[src/rtl/bcd_counter_display.sv]
// NDIG-digit BCD up/down counter with a prescaler and per-digit active-low 7-segment decode.
// Carry/borrow ripples through all digits in a single cycle; seg is combinational from bcd.
module bcd_counter_display #(
  parameter int unsigned NDIG = 4,
  parameter int unsigned DIV  = 50_000_000
) (
  input  logic                clk,
  input  logic                rst,
  input  logic                en,
  input  logic                up,
  input  logic                load,
  input  logic [4*NDIG-1:0]   load_val,
  input  logic                blank_lz,
  output logic [4*NDIG-1:0]   bcd,
  output logic [7*NDIG-1:0]   seg,
  output logic                tick,
  output logic                wrap
);

  localparam int unsigned BW = 4 * NDIG;
  localparam int unsigned PW = (DIV > 1) ? $clog2(DIV) : 1;
  localparam logic [PW-1:0] PMAX = PW'(DIV - 1);
  localparam logic [6:0] SEG_OFF = 7'b1111111;

  logic [PW-1:0] pcnt;
  logic          step_int;
  logic [BW-1:0] stepped;
  logic [BW-1:0] loaded;
  logic          wrapped;

  assign step_int = en && (pcnt == PMAX);

  // Next count value one step away, with the carry/borrow out of the top digit as the wrap
  always_comb begin
    logic       carry;
    logic [3:0] dig;
    stepped = '0;
    carry   = 1'b1;
    dig     = 4'd0;
    for (int i = 0; i < int'(NDIG); i++) begin
      dig = bcd[4*i +: 4];
      if (!carry) begin
        stepped[4*i +: 4] = dig;
      end else if (up) begin
        if (dig == 4'd9) begin
          stepped[4*i +: 4] = 4'd0;
        end else begin
          stepped[4*i +: 4] = dig + 4'd1;
          carry = 1'b0;
        end
      end else begin
        if (dig == 4'd0) begin
          stepped[4*i +: 4] = 4'd9;
        end else begin
          stepped[4*i +: 4] = dig - 4'd1;
          carry = 1'b0;
        end
      end
    end
    wrapped = carry;
  end

  // Non-decimal load digits are replaced by zero
  always_comb begin
    loaded = '0;
    for (int i = 0; i < int'(NDIG); i++) begin
      loaded[4*i +: 4] = (load_val[4*i +: 4] > 4'd9) ? 4'd0 : load_val[4*i +: 4];
    end
  end

  always_ff @(posedge clk) begin
    if (rst) begin
      pcnt <= '0;
      bcd  <= '0;
      tick <= 1'b0;
      wrap <= 1'b0;
    end else begin
      tick <= 1'b0;
      wrap <= 1'b0;
      if (load) begin
        bcd  <= loaded;
        pcnt <= '0;
      end else if (en) begin
        if (step_int) begin
          pcnt <= '0;
          bcd  <= stepped;
          tick <= 1'b1;
          wrap <= wrapped;
        end else begin
          pcnt <= pcnt + PW'(1);
        end
      end
    end
  end

  function automatic logic [6:0] seg7(input logic [3:0] d);
    case (d)
      4'd0:    seg7 = 7'b0000001;
      4'd1:    seg7 = 7'b1001111;
      4'd2:    seg7 = 7'b0010010;
      4'd3:    seg7 = 7'b0000110;
      4'd4:    seg7 = 7'b1001100;
      4'd5:    seg7 = 7'b0100100;
      4'd6:    seg7 = 7'b0100000;
      4'd7:    seg7 = 7'b0001111;
      4'd8:    seg7 = 7'b0000000;
      4'd9:    seg7 = 7'b0000100;
      default: seg7 = SEG_OFF;
    endcase
  endfunction

  // Walk from the most significant digit; a digit is leading while it and all above are zero
  always_comb begin
    logic lead;
    seg  = '1;
    lead = 1'b1;
    for (int i = int'(NDIG) - 1; i >= 0; i--) begin
      lead = lead && (bcd[4*i +: 4] == 4'd0);
      if (blank_lz && lead && (i != 0)) begin
        seg[7*i +: 7] = SEG_OFF;
      end else begin
        seg[7*i +: 7] = seg7(bcd[4*i +: 4]);
      end
    end
  end

endmodule

[config.mk]
export PLATFORM = sky130hd
export DESIGN_NAME = bcd_counter_display
export DESIGN_NICKNAME = d
export VERILOG_FILES = /design/src/rtl/bcd_counter_display.sv
export SDC_FILE = /design/constraint.sdc
export NUM_CORES = 1
export LEC_CHECK = 0
export CAP_MARGIN = 20
export CORE_MARGIN = 3
export CORE_UTILIZATION = 59
export CTS_CLUSTER_SIZE = 14
export DETAILED_ROUTE_END_ITERATION = 8
export PLACE_DENSITY = 0.92
export SLEW_MARGIN = 20
export SYNTH_ARGS = -nofsm -noshare
export SYNTH_HDL_FRONTEND = slang
export SYNTH_SLANG_ARGS = --single-unit
[constraint.sdc]
create_clock -name clk -period 6 [get_ports clk]
set_input_delay 0.6 -clock clk [delete_from_list [all_inputs] [get_ports clk]]
set_output_delay 0.6 -clock clk [all_outputs]
set_load 0.02 [all_outputs]
# ---- Yosys cells after proc, flatten, opt, wreduce, memory -nomap -nowiden
# Memory sizes are Yosys's and may differ from the RTL's. A register that Yosys moved wholly into a read port is not among the register bits.
# Cells that the tools add are included.
dict set report totals {
  mem_count 4
  reg_bits 44
  romBits 448
  word_cells 103
}
dict set report op_classes {
  bitwise 3
  n_eq_ne 5
  reduce_logical 22
  mux 49
  addsub 9
  n_lt_le_gt_ge 4
}
# memory words width read_ports rd_clocked_by_memory_dff write_ports line_no
set mem_list {}
lappend mem_list {{(no name shown)} 16 7 1 1 0 97} ;# case (d)
lappend mem_list {{(no name shown)} 16 7 1 1 0 97}
lappend mem_list {{(no name shown)} 16 7 1 1 0 97}
lappend mem_list {{(no name shown)} 16 7 1 1 0 97}
# cell n
set ops {}
lappend ops {{4-bit 2-to-1 mux} 27}
lappend ops {{16-bit 2-to-1 mux} 3}
lappend ops {{26-bit by 1-bit adder with 26-bit output, second input constant} 1}
lappend ops {{26-bit equality test, second input constant} 1}
lappend ops {{26-bit 2-to-1 mux} 1}
lappend ops {{7-bit 2-to-1 mux} 3}
lappend ops {{4-bit by 1-bit adder with 4-bit output, second input constant} 4}
lappend ops {{4-bit equality test, second input constant} 4}
lappend ops {{4-bit > comparator, second input constant} 4}
lappend ops {{4-bit logical NOT} 4}
lappend ops {{4-bit by 1-bit subtractor with 4-bit output, second input constant} 4}
lappend ops {{1-bit 2-to-1 mux} 15}
lappend ops {{2-bit nonzero test} 5}
lappend ops {{3-bit AND reduction} 3}
lappend ops {{1-bit logical AND} 6}
lappend ops {{5-bit OR reduction} 1}
lappend ops {{1-bit NOT} 3}
lappend ops {{3-bit OR reduction} 1}
lappend ops {{2-bit AND reduction} 1}
lappend ops {{2-bit OR reduction} 1}

# ---- Longest topological paths before layout
# Gate-level depths: netlist of run 1.
dict set report logic_depth {
  depth_word 11
  ltp_mapped 13
  mapped_depth_nobuf 12
}

# ---- Least setup slack after synthesis of run 1
# OpenSTA, ideal clock, no wires.
dict set report synth_timing {
  path_kind {reg-to-reg}
  startpoint {reg bcd[0]}
  endpoint {reg (tool-made name)}
  t_required_ps 5874
  path_stages_with_launch 12
  t_arrival_ps 3056
  n_path_buf 0
  synth_period_minus_slack_ps 3181
  setup_time_ps 126
  path_slack_ps 2819
  cell_sequence {dfxtp_1 > inv_1 > ha_1 > nor4b_1 > a32o_1 > nand4_4 > and2_2 > o31a_1 > ha_1 > or3_2 > a211oi_1 > a21oi_1}
}
# item line_no
set synth_rtl {}
lappend synth_rtl {{from (decl)} 14} ;# output logic [4*NDIG-1:0] bcd,
lappend synth_rtl {{from (signal assigned)} 81} ;# bcd <= loaded;
lappend synth_rtl {{from (signal assigned)} 86} ;# bcd <= stepped;

# ---- Worst setup path in the final report of run 1
dict set report layout_timing {
  startpoint {in blank_lz}
  endpoint {out seg[10]}
}
dict set report layout_via {
  elab_chain_len 2
}
# item line_no
set layout_rtl {}
lappend layout_rtl {{from (decl)} 13} ;# input logic blank_lz,
lappend layout_rtl {{1-bit logical AND} 119} ;# if (blank_lz && lead && (i != 0)) begin
lappend layout_rtl {{7-bit 2-to-1 mux} 119}
lappend layout_rtl {{to (decl)} 15} ;# output logic [7*NDIG-1:0] seg,
# Every way passes these cells.

==> results.md, run 1 <==
- Most frequently used flop master after synthesis: sky130_fd_sc_hd__dfxtp_1
- TritonCTS clock tree: built
- Synthesized instance count: 557
- CP Data Arrival Time: ~3.5 ns
- Starting Density: 61.80%
- Fraction of the mapped netlist area in adder cells: 7.692%
- Clk Latency, worst-skew pair: about 0.36 ns
- Die Span X: 93.86 um
- Detailed-route via count: 4309
- Compound-gate portion of the synthesized area: between 20 and 25%
- Global-route wire length before repair: roughly 18 mm
- Sum of negative setup slack: 0 ns
- Diode count: 0
- PortBufs: 67
- Max-Cap Viols: 0
- Hold WC Path Type: flop to flop
- Starting DRC count in detailed routing: between 300 and 400
- Sequential cell area fraction in the yosys report: roughly a third
- Worst-case vdd ir drop: 0.1330 mV
- Area growth, synth to finish: 19.97%
- Setup repair after global routing missed its margin: no
- Worst setup SP type: input port
- Total GRT Usage: about a quarter
- Dominant combinational cell family by area after synthesis: simple AND/OR/NAND/NOR gates
- Number of buffers inserted during clock tree synthesis: 9
- R2R depth: 11
- Leak Pwr: 2.163 nW
- Number of enable flip-flop cells after synthesis: 0
- Worst-path maximum fanout: 8
- Slack of the worst reg-to-reg path: 2.39 ns
- Final worst-path setup slack: approximately 1.9 ns
- Number of primary I/O pins: between 60 and 70
- Internal power: 0.0009004 W
- Period utilization: between 60% and 70%
- Most repeated library cell on the critical path: sky130_fd_sc_hd__clkdlybuf4s50_1
- Cell Area, Placed: roughly 0.0052 mm2
- YS warnings: 0
- Total Routed Length: ~11 mm
- Count of distinct cell types in the synthesized netlist: 82
- Pin count of the biggest net entering global routing: 39
- Power per unit of standard cell area: 234.9 mW/mm2
- Setup bufs post-CTS: 0
- Final-stage net count: 660
- Count of endpoints failing setup in the final report: 0
- Reported net switching power: ~0.00038 W
- Total number of H-tree levels: 3
- Worst path top cell family by delay: simple AND/OR/NAND/NOR gates
- Core footprint: 0.007370 mm2
- Post-synthesis simple-gate area fraction: 27.80%
- Detail-routed net length per standard cell: roughly 15 um
- Remaining design rule violation count: 0
- Share of async-settable or async-resettable flops after synthesis: 0%
- Post-synthesis share of cell area spent on xor and xnor gates: approximately 5.0%
- R2R Path Start: bcd[0]
- First-pass detailed-route iteration total: 6
- Number of cells upsized or downsized after cts: 0
- Synthesized net count: between 600 and 700
- WS Path Type: input port to output pin
- CP max stage cell: sky130_fd_sc_hd__or4b_2
- Max incr delay on CP: ~0.87 ns
- Comb power frac: approximately 25%
- Max Fclk: 241.3 MHz
- Leading cell type in the layout, fill and taps excluded: sky130_fd_sc_hd__dfxtp_1
- Mapped cell area: 0.004554 mm2
- Global route overflow: 0
- Pre-CTS worst setup slack: around 1.8 ns
- Share of total power consumed by net switching: 29.86%
- Routability cong.: between 0.9 and 1
- Transition time of the tightest slew-check pin: 0.8741 ns
- Worst Path Required: 5.40 ns
- Fraction of final layout cells with drive strength greater than 1: about 8.5%
- Worst Setup End Kind: output pin
- Cell-by-cell listing of the critical path: clkdlybuf4s50_1 > nand3_1 > or4b_2 > or3b_2 > nand2b_1 > clkdlybuf4s50_1
- Number of rows created at floorplan: 31
- Detailed placement HPWL: roughly 7.8 mm
- Clock tree root buffer cell: sky130_fd_sc_hd__clkbuf_8
- Die footprint: ~0.009 mm2
- Die height: approximately 94 um
- Syn_area_per_cell: 8.177 um2
- Outcome: completed
- Commonest cells after routing, fill and taps aside: 72 x sky130_fd_sc_hd__dfxtp_1, 67 x sky130_fd_sc_hd__clkdlybuf4s50_1, 47 x sky130_fd_sc_hd__nor2_1
- Post-route standard cell area excluding fillers: about 0.0055 mm2
- Final Hold Violating Endpoints: 0
- Final core occ: 74.14%
- Worst path buffer plus inverter count: 2
- Residual antenna-violating net count after detailed routing: 0
- Vias in the first global route: ~3900
- Hold bufs inserted after CTS: 0
- Critical path origin: blank_lz
- Clock net sink count: between 70 and 80
- Beginning of the worst hold path: pcnt[22]
- Total power after layout: 0.001284 W
- Number of antenna violations at the first check in global routing: 0
- Share of cell area taken by muxes after synthesis: 1.319%
- Fin Clk Skew: roughly 0.0087 ns
- Fraction of power consumed by the clock network: between 30% and 40%
- Routed vias/inst: 6.043
- Relative slew slack: 41.56%
- Clock-pin transition on the worst setup and hold timing paths: 0.07 ns
- Proportion of power drawn by flip-flops and latches: a little over two fifths
- Flop and latch count out of synthesis: a little over 70
- Clock Tree Buf Depth: 2
- Endpoint, Worst Hold: pcnt[22]
- Number of cells traversed by the worst hold path: 2
- Max Transition Viols Final: 0
- Minimum clock period: around 4.1 ns
[power by group through the flow]
| stage | logic [W] | registers [W] | clock network [W] |
|---|---|---|---|
| detailed placement | 0.000314 | 0.000547 | 0 |
| finish | 0.000317 | 0.000536 | 0.000430 |
| global placement | 0.000303 | 0.000545 | 0 |
| global route | 0.000343 | 0.000540 | 0.000454 |
| CTS | 0.000317 | 0.000536 | 0.000433 |
| floorplan | 0.000189 | 0.000550 | 0 |
[metrics by stage]
| stage | cells | hold slack [ns] |
|---|---|---|
| 2_1_floorplan | 557 | 0.4766 |
| 3_3_place_gp | 698 | 0.4941 |
| 3_5_place_dp | 698 | 0.5092 |
| 4_1_cts | 713 | 0.5224 |
| 5_1_grt | 713 | 0.5629 |
| 6_report | 713 | 0.5226 |
[final cells by class]
type                    instances  area (um2)
multi-input cells             421        2846
fillers                       540        1906
flip-flops and latches         72        1441
repair buffers                 70       693.2
inverters                      36       140.1
clock buffers                  10       137.6
well taps                      99       123.9
clock inverters                 5       81.33
[worst max-delay path by stage]
stage | to | slack [ns] | depth (start not counted)
2_1_floorplan | flop | 2.82 | 11
3_3_place_gp | seg[9] | 1.93 | 6
3_5_place_dp | seg[10] | 1.82 | 6
4_1_cts | seg[10] | 1.81 | 6
5_1_grt | seg[10] | 1.65 | 6
6_report | seg[10] | 1.86 | 6
[kinds of logic after synthesis]
family / Yosys count
buffers and inverters: 64
adder cells (fa/ha/maj): 28
XOR/XNOR: 26
flip-flops: 72
multiplexers: 6
AND/OR/NAND/NOR: 223
AO/OA/AOI/OAI: 138
[routing by layer]
metal / global-route usage [%] / wire length [um] / vias up
met5: 0 / 0 / -
met4: 8.905 / 202 / 0
met3: 6.010 / 749 / 28
met2: 43.58 / 5582 / 181
met1: 30.70 / 4411 / 2013
li1: - / - / 2087
[cell usage after synthesis, types with 3 or more instances]
| master | count | area [um2] |
|---|---|---|
| sky130_fd_sc_hd__nor3_1 | 19 | 95.09 |
| sky130_fd_sc_hd__a22oi_1 | 4 | 30.03 |
| sky130_fd_sc_hd__nor4b_1 | 3 | 26.28 |
| sky130_fd_sc_hd__or3_1 | 10 | 62.56 |
| sky130_fd_sc_hd__nor4_1 | 4 | 25.02 |
| sky130_fd_sc_hd__xnor2_1 | 13 | 113.9 |
| sky130_fd_sc_hd__nand3_1 | 18 | 90.09 |
| sky130_fd_sc_hd__a311oi_1 | 3 | 26.28 |
| sky130_fd_sc_hd__and2_1 | 3 | 18.77 |
| sky130_fd_sc_hd__xor2_1 | 13 | 113.9 |
| sky130_fd_sc_hd__nor2_1 | 47 | 176.4 |
| sky130_fd_sc_hd__inv_1 | 33 | 123.9 |
| sky130_fd_sc_hd__o22ai_1 | 5 | 31.28 |
| sky130_fd_sc_hd__and3_1 | 5 | 31.28 |
| sky130_fd_sc_hd__o21ai_0 | 28 | 140.1 |
| sky130_fd_sc_hd__a211oi_1 | 10 | 75.07 |
| sky130_fd_sc_hd__a31oi_1 | 4 | 25.02 |
| sky130_fd_sc_hd__mux2i_1 | 6 | 60.06 |
| sky130_fd_sc_hd__nand2_1 | 35 | 131.4 |
| sky130_fd_sc_hd__o31a_1 | 5 | 43.79 |
| sky130_fd_sc_hd__buf_2 | 8 | 40.04 |
| sky130_fd_sc_hd__nand2b_1 | 26 | 162.7 |
| sky130_fd_sc_hd__nand4_1 | 8 | 50.05 |
| sky130_fd_sc_hd__a211oi_2 | 3 | 37.54 |
| sky130_fd_sc_hd__a21oi_1 | 39 | 195.2 |
| sky130_fd_sc_hd__or2_2 | 5 | 31.28 |
| sky130_fd_sc_hd__a21o_1 | 3 | 22.52 |
| sky130_fd_sc_hd__clkbuf_1 | 17 | 63.81 |
| sky130_fd_sc_hd__ha_1 | 28 | 350.3 |
| sky130_fd_sc_hd__and4b_1 | 3 | 30.03 |
| sky130_fd_sc_hd__dfxtp_1 | 72 | 1441 |
| sky130_fd_sc_hd__nor2b_1 | 10 | 62.56 |
| sky130_fd_sc_hd__and4_1 | 3 | 26.28 |
| sky130_fd_sc_hd__o21a_1 | 4 | 30.03 |
[worst min-delay path, stage by stage (launching register included)]
cell and delay (ns):
sky130_fd_sc_hd__dfxtp_1 0.34, sky130_fd_sc_hd__o21ai_0 0.08, sky130_fd_sc_hd__a21oi_1 0.06
(Power assumes the default switching activity.)
==> inputs of run 2 (changes only) <==
--- a/config.mk
+++ b/config.mk
@@ -7,10 +7,10 @@
 export LEC_CHECK = 0
 export CAP_MARGIN = 20
 export CORE_MARGIN = 3
-export CORE_UTILIZATION = 59
+export CORE_UTILIZATION = 55
 export CTS_CLUSTER_SIZE = 14
 export DETAILED_ROUTE_END_ITERATION = 8
-export PLACE_DENSITY = 0.92
+export PLACE_DENSITY = 0.87
 export SLEW_MARGIN = 20
 export SYNTH_ARGS = -nofsm -noshare
 export SYNTH_HDL_FRONTEND = slang
==> constraint.sdc (replaced) <==
create_clock -name clk -period 4 [get_ports clk]
set_input_delay 0.4 -clock clk [delete_from_list [all_inputs] [get_ports clk]]
set_output_delay 0.4 -clock clk [all_outputs]
set_load 0.02 [all_outputs]
==> run 2 against run 1 <==
Effect of this change: routed wire length is 2.6% higher; clock-buffer cell count fell by 1; setup slack worse by 1.5 ns.
==> results.md, run 2 (synthesis gave the netlist of run 1 again) <==
- Detailed placement HPWL: 8.088 mm
- Max-Cap Viols: 0
- Count of endpoints failing setup in the final report: 0
- Cell-by-cell listing of the critical path: nor2_1 > nand3_1 > or4b_2 > or3b_2 > nand2b_1 > clkdlybuf4s50_1
- Minimum clock period: approximately 3.7 ns
- Worst Path Required: ~3.6 ns
- Die footprint: about 0.0094 mm2
- Critical path origin: bcd[13]
- TritonCTS clock tree: built
- Total GRT Usage: between 20% and 30%
- Filler cell count in the final layout: about 600
- Vias in the first global route: 4039
- Final-stage net count: around 670
- Hold bufs inserted after CTS: 0
- Setup bufs post-CTS: 0
- Total area of sequential cells: ~0.0014 mm2
- Leading cell type in the layout, fill and taps excluded: sky130_fd_sc_hd__dfxtp_1
- Worst-path maximum fanout: 13
- Max Transition Viols Final: 0
- R2R Path Start: bcd[0]
- Transition time of the tightest slew-check pin: between 0.8 and 0.9 ns
- Cell Area, Placed: ~0.0053 mm2
- Starting DRC count in detailed routing: about 300
- Relative slew slack: 40.55%
- Area of the multi-input gates: approximately 0.0028 mm2
- Pin count of the biggest net entering global routing: 36
- Die height: about 97 um
- Global-route wire length before repair: approximately 19 mm
- Routability cong.: around 0.95
- Worst path top cell family by delay: simple AND/OR/NAND/NOR gates
- CP max stage cell: sky130_fd_sc_hd__or4b_2
- Crit path depth: 6
- Die Span X: 97 um
- Core footprint: between 0.007 and 0.008 mm2
- Total power after layout: roughly 0.0019 W
- Hold WC Path Type: flop to flop
- Worst setup SP type: flop
- First-pass detailed-route iteration total: 5
- Remaining design rule violation count: 0
- Leak Pwr: roughly 2.2 nW
- Total Routed Length: ~11 mm
- Clock net sink count: just over 70
- Number of antenna violations at the first check in global routing: 0
- Worst-case vdd ir drop: ~0.24 mV
- Max Fclk: approximately 270 MHz
- Diode count: 0
- Period utilization: slightly above 90%
- Final Hold Violating Endpoints: 0
- Slack of the worst reg-to-reg path: 0.40 ns
- Number of primary I/O pins: between 60 and 70
- Residual antenna-violating net count after detailed routing: 0
- Starting Density: 57.74%
- Fin Clk Skew: 0.01232 ns
- PortBufs: 67
- Number of buffers inserted during clock tree synthesis: 9
- Routed vias/inst: approximately 6
- Number of rows created at floorplan: 32
- Total number of H-tree levels: 3
- Endpoint of the most critical setup path: seg[13]
- Detail-routed net length per standard cell: approximately 15 um
- Clk Latency, worst-skew pair: 0.35 ns
- Power per unit of standard cell area: ~340 mW/mm2
- Commonest cells after routing, fill and taps aside: 72 x sky130_fd_sc_hd__dfxtp_1, 67 x sky130_fd_sc_hd__clkdlybuf4s50_1, 47 x sky130_fd_sc_hd__nor2_1
- CP Data Arrival Time: roughly 3.3 ns
- Max incr delay on CP: 0.81 ns
- WS Path Type: flop to output pin
- Area growth, synth to finish: 21.35%
- Post-route standard cell area excluding fillers: ~0.0055 mm2
- Worst path buffer plus inverter count: 1
- R2R depth: 11
- Number of cells traversed by the worst hold path: 2
- Setup repair after global routing missed its margin: no
- Sum of negative setup slack: 0 ns
- Clock Tree Buf Depth: 2
- Outcome: completed
- Global route overflow: 0
- Clock tree root buffer cell: sky130_fd_sc_hd__clkbuf_8
- Detailed-route via count: 4293
- Clock-pin transition on the worst setup and hold timing paths: around 0.090 ns
- Fraction of final layout cells with drive strength greater than 1: around 10%
- Number of cells upsized or downsized after cts: 0
- Worst Setup End Kind: output pin
## run 2: cell types whose count changed in the layout (fill, tap and decap cells not counted), sizes merged
cell,previous run,this run
clkinvlp,1,0
buf,3,14
clkbuf,10,9
bufinv,2,1
clkinv,4,7
inv,34,35
## run 2: area by class of cell
class,instances,area share (%)
clock buffer,9,2.241
clock inverter,7,1.290
inverter,36,2.536
multi-input combinational,421,51.51
sequential,72,26.08
tap,102,2.309
timing repair buffer,81,14.04
## run 2: worst reg2reg max path, delay by kind of cell, from the launching register on
kind	cells	cell delay (ns)
DFF	1	0.38
buffers and inverters	2	0.37
AOI/OAI and AO/OA	4	1.19
and+or+nand+nor	3	1.06
adders and majority gates	2	0.53
## run 2: how the worst min path moves through the flow
stage	start	end	slack, ns
final	pcnt[22]	pcnt[22]	0.52
after global routing	pcnt[14]	pcnt[14]	0.55
after detailed placement	pcnt[22]	pcnt[22]	0.51
after CTS	pcnt[22]	pcnt[22]	0.52
after floorplan	pcnt[25]	pcnt[25]	0.48
after global placement	pcnt[14]	pcnt[14]	0.50
## run 2: per-layer routing
layer	GRT usage [%]	up-vias	part of all wire, %
met4	7.559	0	1.8
li1	-	2111	-
met5	0	-	0
met1	30.66	1990	44
met3	4.975	23	5.8
met2	40.13	169	49
## run 2: power breakdown
| part | internal (W) | leakage [nW] | switching [W] |
|---|---|---|---|
| logic | 0.000228 | 1.52 | 0.000258 |
| clock network | 0.000289 | 0.103 | 0.000282 |
| registers | 0.000765 | 0.592 | 0.0000396 |
## run 2: through the flow
stage | worst slack (ns) | utilization (%) | hold slack, ns | instances
6_report | 0.3402 | 70.07 | 0.5213 | 728
4_1_cts | 0.3392 | 70.07 | 0.5212 | 728
3_3_place_gp | 0.4120 | 67.59 | 0.4953 | 712
2_1_floorplan | 0.8185 | - | 0.4766 | 557
3_5_place_dp | 0.2791 | 67.59 | 0.5085 | 712
5_1_grt | 0.1792 | 70.07 | 0.5473 | 728
==> inputs of run 3 (changes only) <==
==> constraint.sdc (replaced) <==
create_clock -name clk -period 4 [get_ports clk]
set_input_delay 0.4 -clock clk [delete_from_list [all_inputs] [get_ports clk]]
set_output_delay 0.4 -clock clk [all_outputs]
set_load 0.1 [all_outputs]
==> run 3 against run 2 <==
Effect of this change: clock skew rose by 0.00057 ns; critical endpoint is now seg[12]; largest power group is now combinational cells; hold slack got worse by 0.0014 ns; fmax rose by 2.9%.
==> results.md, run 3 (synthesis gave the netlist of run 1 again) <==
- Detail-routed net length per standard cell: roughly 16 um
- Detailed placement HPWL: around 8.4 mm
- Relative slew slack: about a third
- Pin count of the biggest net entering global routing: 36
- Vias in the first global route: approximately 4200
- Clock Tree Buf Depth: 2
- Die Span X: 97 um
- Number of buffers inserted during clock tree synthesis: 9
- Clock-pin transition on the worst setup and hold timing paths: roughly 0.080 ns
- CP Data Arrival Time: between 3 and 4 ns
- Post-route standard cell area excluding fillers: 0.005585 mm2
- Period utilization: roughly nine tenths
- Starting Density: between 50% and 60%
- Diode count: 0
- Hold bufs inserted after CTS: 0
- First-pass detailed-route iteration total: 6
- R2R depth: 11
- Leak Pwr: about 2.3 nW
- Worst setup SP type: flop
- Slack of the worst reg-to-reg path: ~0.47 ns
- Max-Cap Viols: 0
- Detailed-route via count: between 4000 and 5000
- Die footprint: ~0.0094 mm2
- Number of cells upsized or downsized after cts: 0
- WS Path Type: flop to output pin
- Clock tree root buffer cell: sky130_fd_sc_hd__clkbuf_8
- Clk Latency, worst-skew pair: approximately 0.36 ns
- Remaining design rule violation count: 0
- Outcome: completed
- Routability cong.: 0.8746
- Total number of H-tree levels: 3
- Global route overflow: 0
- Max Transition Viols Final: 0
- Area growth, synth to finish: 22.64%
- Core footprint: 0.007888 mm2
- Worst-path maximum fanout: 13
- Worst-case vdd ir drop: about 0.25 mV
- TritonCTS clock tree: built
- Cell Area, Placed: between 0.005 and 0.006 mm2
- Number of primary I/O pins: between 60 and 70
- Number of rows created at floorplan: 32
- Setup bufs post-CTS: 0
- Leading cell type in the layout, fill and taps excluded: sky130_fd_sc_hd__dfxtp_1
- Minimum clock period: between 3 and 4 ns
- Total Routed Length: roughly 11 mm
- Beginning of the worst hold path: pcnt[22]
- Worst Setup End Kind: output pin
- Sum of negative setup slack: 0 ns
- Number of cells traversed by the worst hold path: 2
- Starting DRC count in detailed routing: approximately 350
- Count of endpoints failing setup in the final report: 0
- Fin Clk Skew: between 0.01 and 0.015 ns
- Transition time of the tightest slew-check pin: 1.004 ns
- Power per unit of standard cell area: about 410 mW/mm2
- Global-route wire length before repair: ~19 mm
- Max Fclk: 281.1 MHz
- Hold WC Path Type: flop to flop
- Die height: roughly 97 um
- Final Hold Violating Endpoints: 0
- Number of antenna violations at the first check in global routing: 0
- Setup repair after global routing missed its margin: no
- Routed vias/inst: roughly 5.9
- Worst Path Required: between 3 and 4 ns
- Commonest cells after routing, fill and taps aside: 72 x sky130_fd_sc_hd__dfxtp_1, 47 x sky130_fd_sc_hd__nor2_1, 46 x sky130_fd_sc_hd__clkdlybuf4s50_1
- Fraction of final layout cells with drive strength greater than 1: a little over an eighth
- Clock net sink count: 72
- Endpoint, Worst Hold: pcnt[22]
- Residual antenna-violating net count after detailed routing: 0
- PortBufs: 67
- R2R Path Start: bcd[0]
- Total GRT Usage: about a quarter
- Final-stage net count: roughly 670
-- run 3: cell types whose count changed in the layout (fill, tap and decap cells not counted), sizes merged --
cell           delta
buf              +21
clkdlybuf4s50    -21
clkinv            -3
bufinv            +1
clkbuf            +1
inv               +1
-- run 3: layer usage --
layer | track usage (%) | routed length, um
met3 | 6.273 | 833
met1 | 28.31 | 4589
met4 | 9.719 | 300
met5 | 0 | 0
met2 | 41.99 | 5710
-- run 3: critical path, cell delays in order, from the launching register on --
cell,delay [ns]
sky130_fd_sc_hd__dfxtp_1,0.44
sky130_fd_sc_hd__nor2_1,0.21
sky130_fd_sc_hd__nand3_1,0.30
sky130_fd_sc_hd__or4b_2,0.88
sky130_fd_sc_hd__or3b_2,0.62
sky130_fd_sc_hd__nand2b_1,0.17
sky130_fd_sc_hd__buf_12,0.19
-- run 3: layout make-up --
cell class | instances | area (um2)
Clock buffer | 10 | 127.6
Fill cell | 594 | 2302
Tap cell | 102 | 127.6
Multi-Input combinational cell | 421 | 2846
Sequential cell | 72 | 1441
Timing Repair Buffer | 81 | 810.8
Clock inverter | 6 | 91.34
Inverter | 36 | 140.1
-- run 3: report_power, final --
| part | internal, W | total, W | switching (W) |
|---|---|---|---|
| registers | 0.000765 | 0.000805 | 0.0000399 |
| clock network | 0.000356 | 0.000642 | 0.000287 |
| logic | 0.000243 | 0.000838 | 0.000595 |
-- run 3: stage by stage --
step / instances / hold WS (ns) / worst slack (ns) / power [W] / util, %
3_3_place_gp: 712 / 0.4997 / 0.3781 / 0.001636 / 68.04
5_1_grt: 728 / 0.5763 / 0.2553 / 0.002376 / 70.81
6_report: 728 / 0.5199 / 0.4425 / 0.002285 / 70.81
4_1_cts: 728 / 0.5249 / 0.4180 / 0.002292 / 70.81
3_5_place_dp: 712 / 0.5085 / 0.2681 / 0.001653 / 68.04
2_1_floorplan: 557 / 0.4766 / 0.2372 / 0.001437 / -
-- run 3: worst max-delay path by stage --
stage                 start      end
global route         bcd[0]     flop
CTS                 bcd[13]  seg[12]
finish              bcd[13]  seg[12]
global placement         up     flop
detailed placement       up     flop
floorplan           bcd[12]  seg[10]
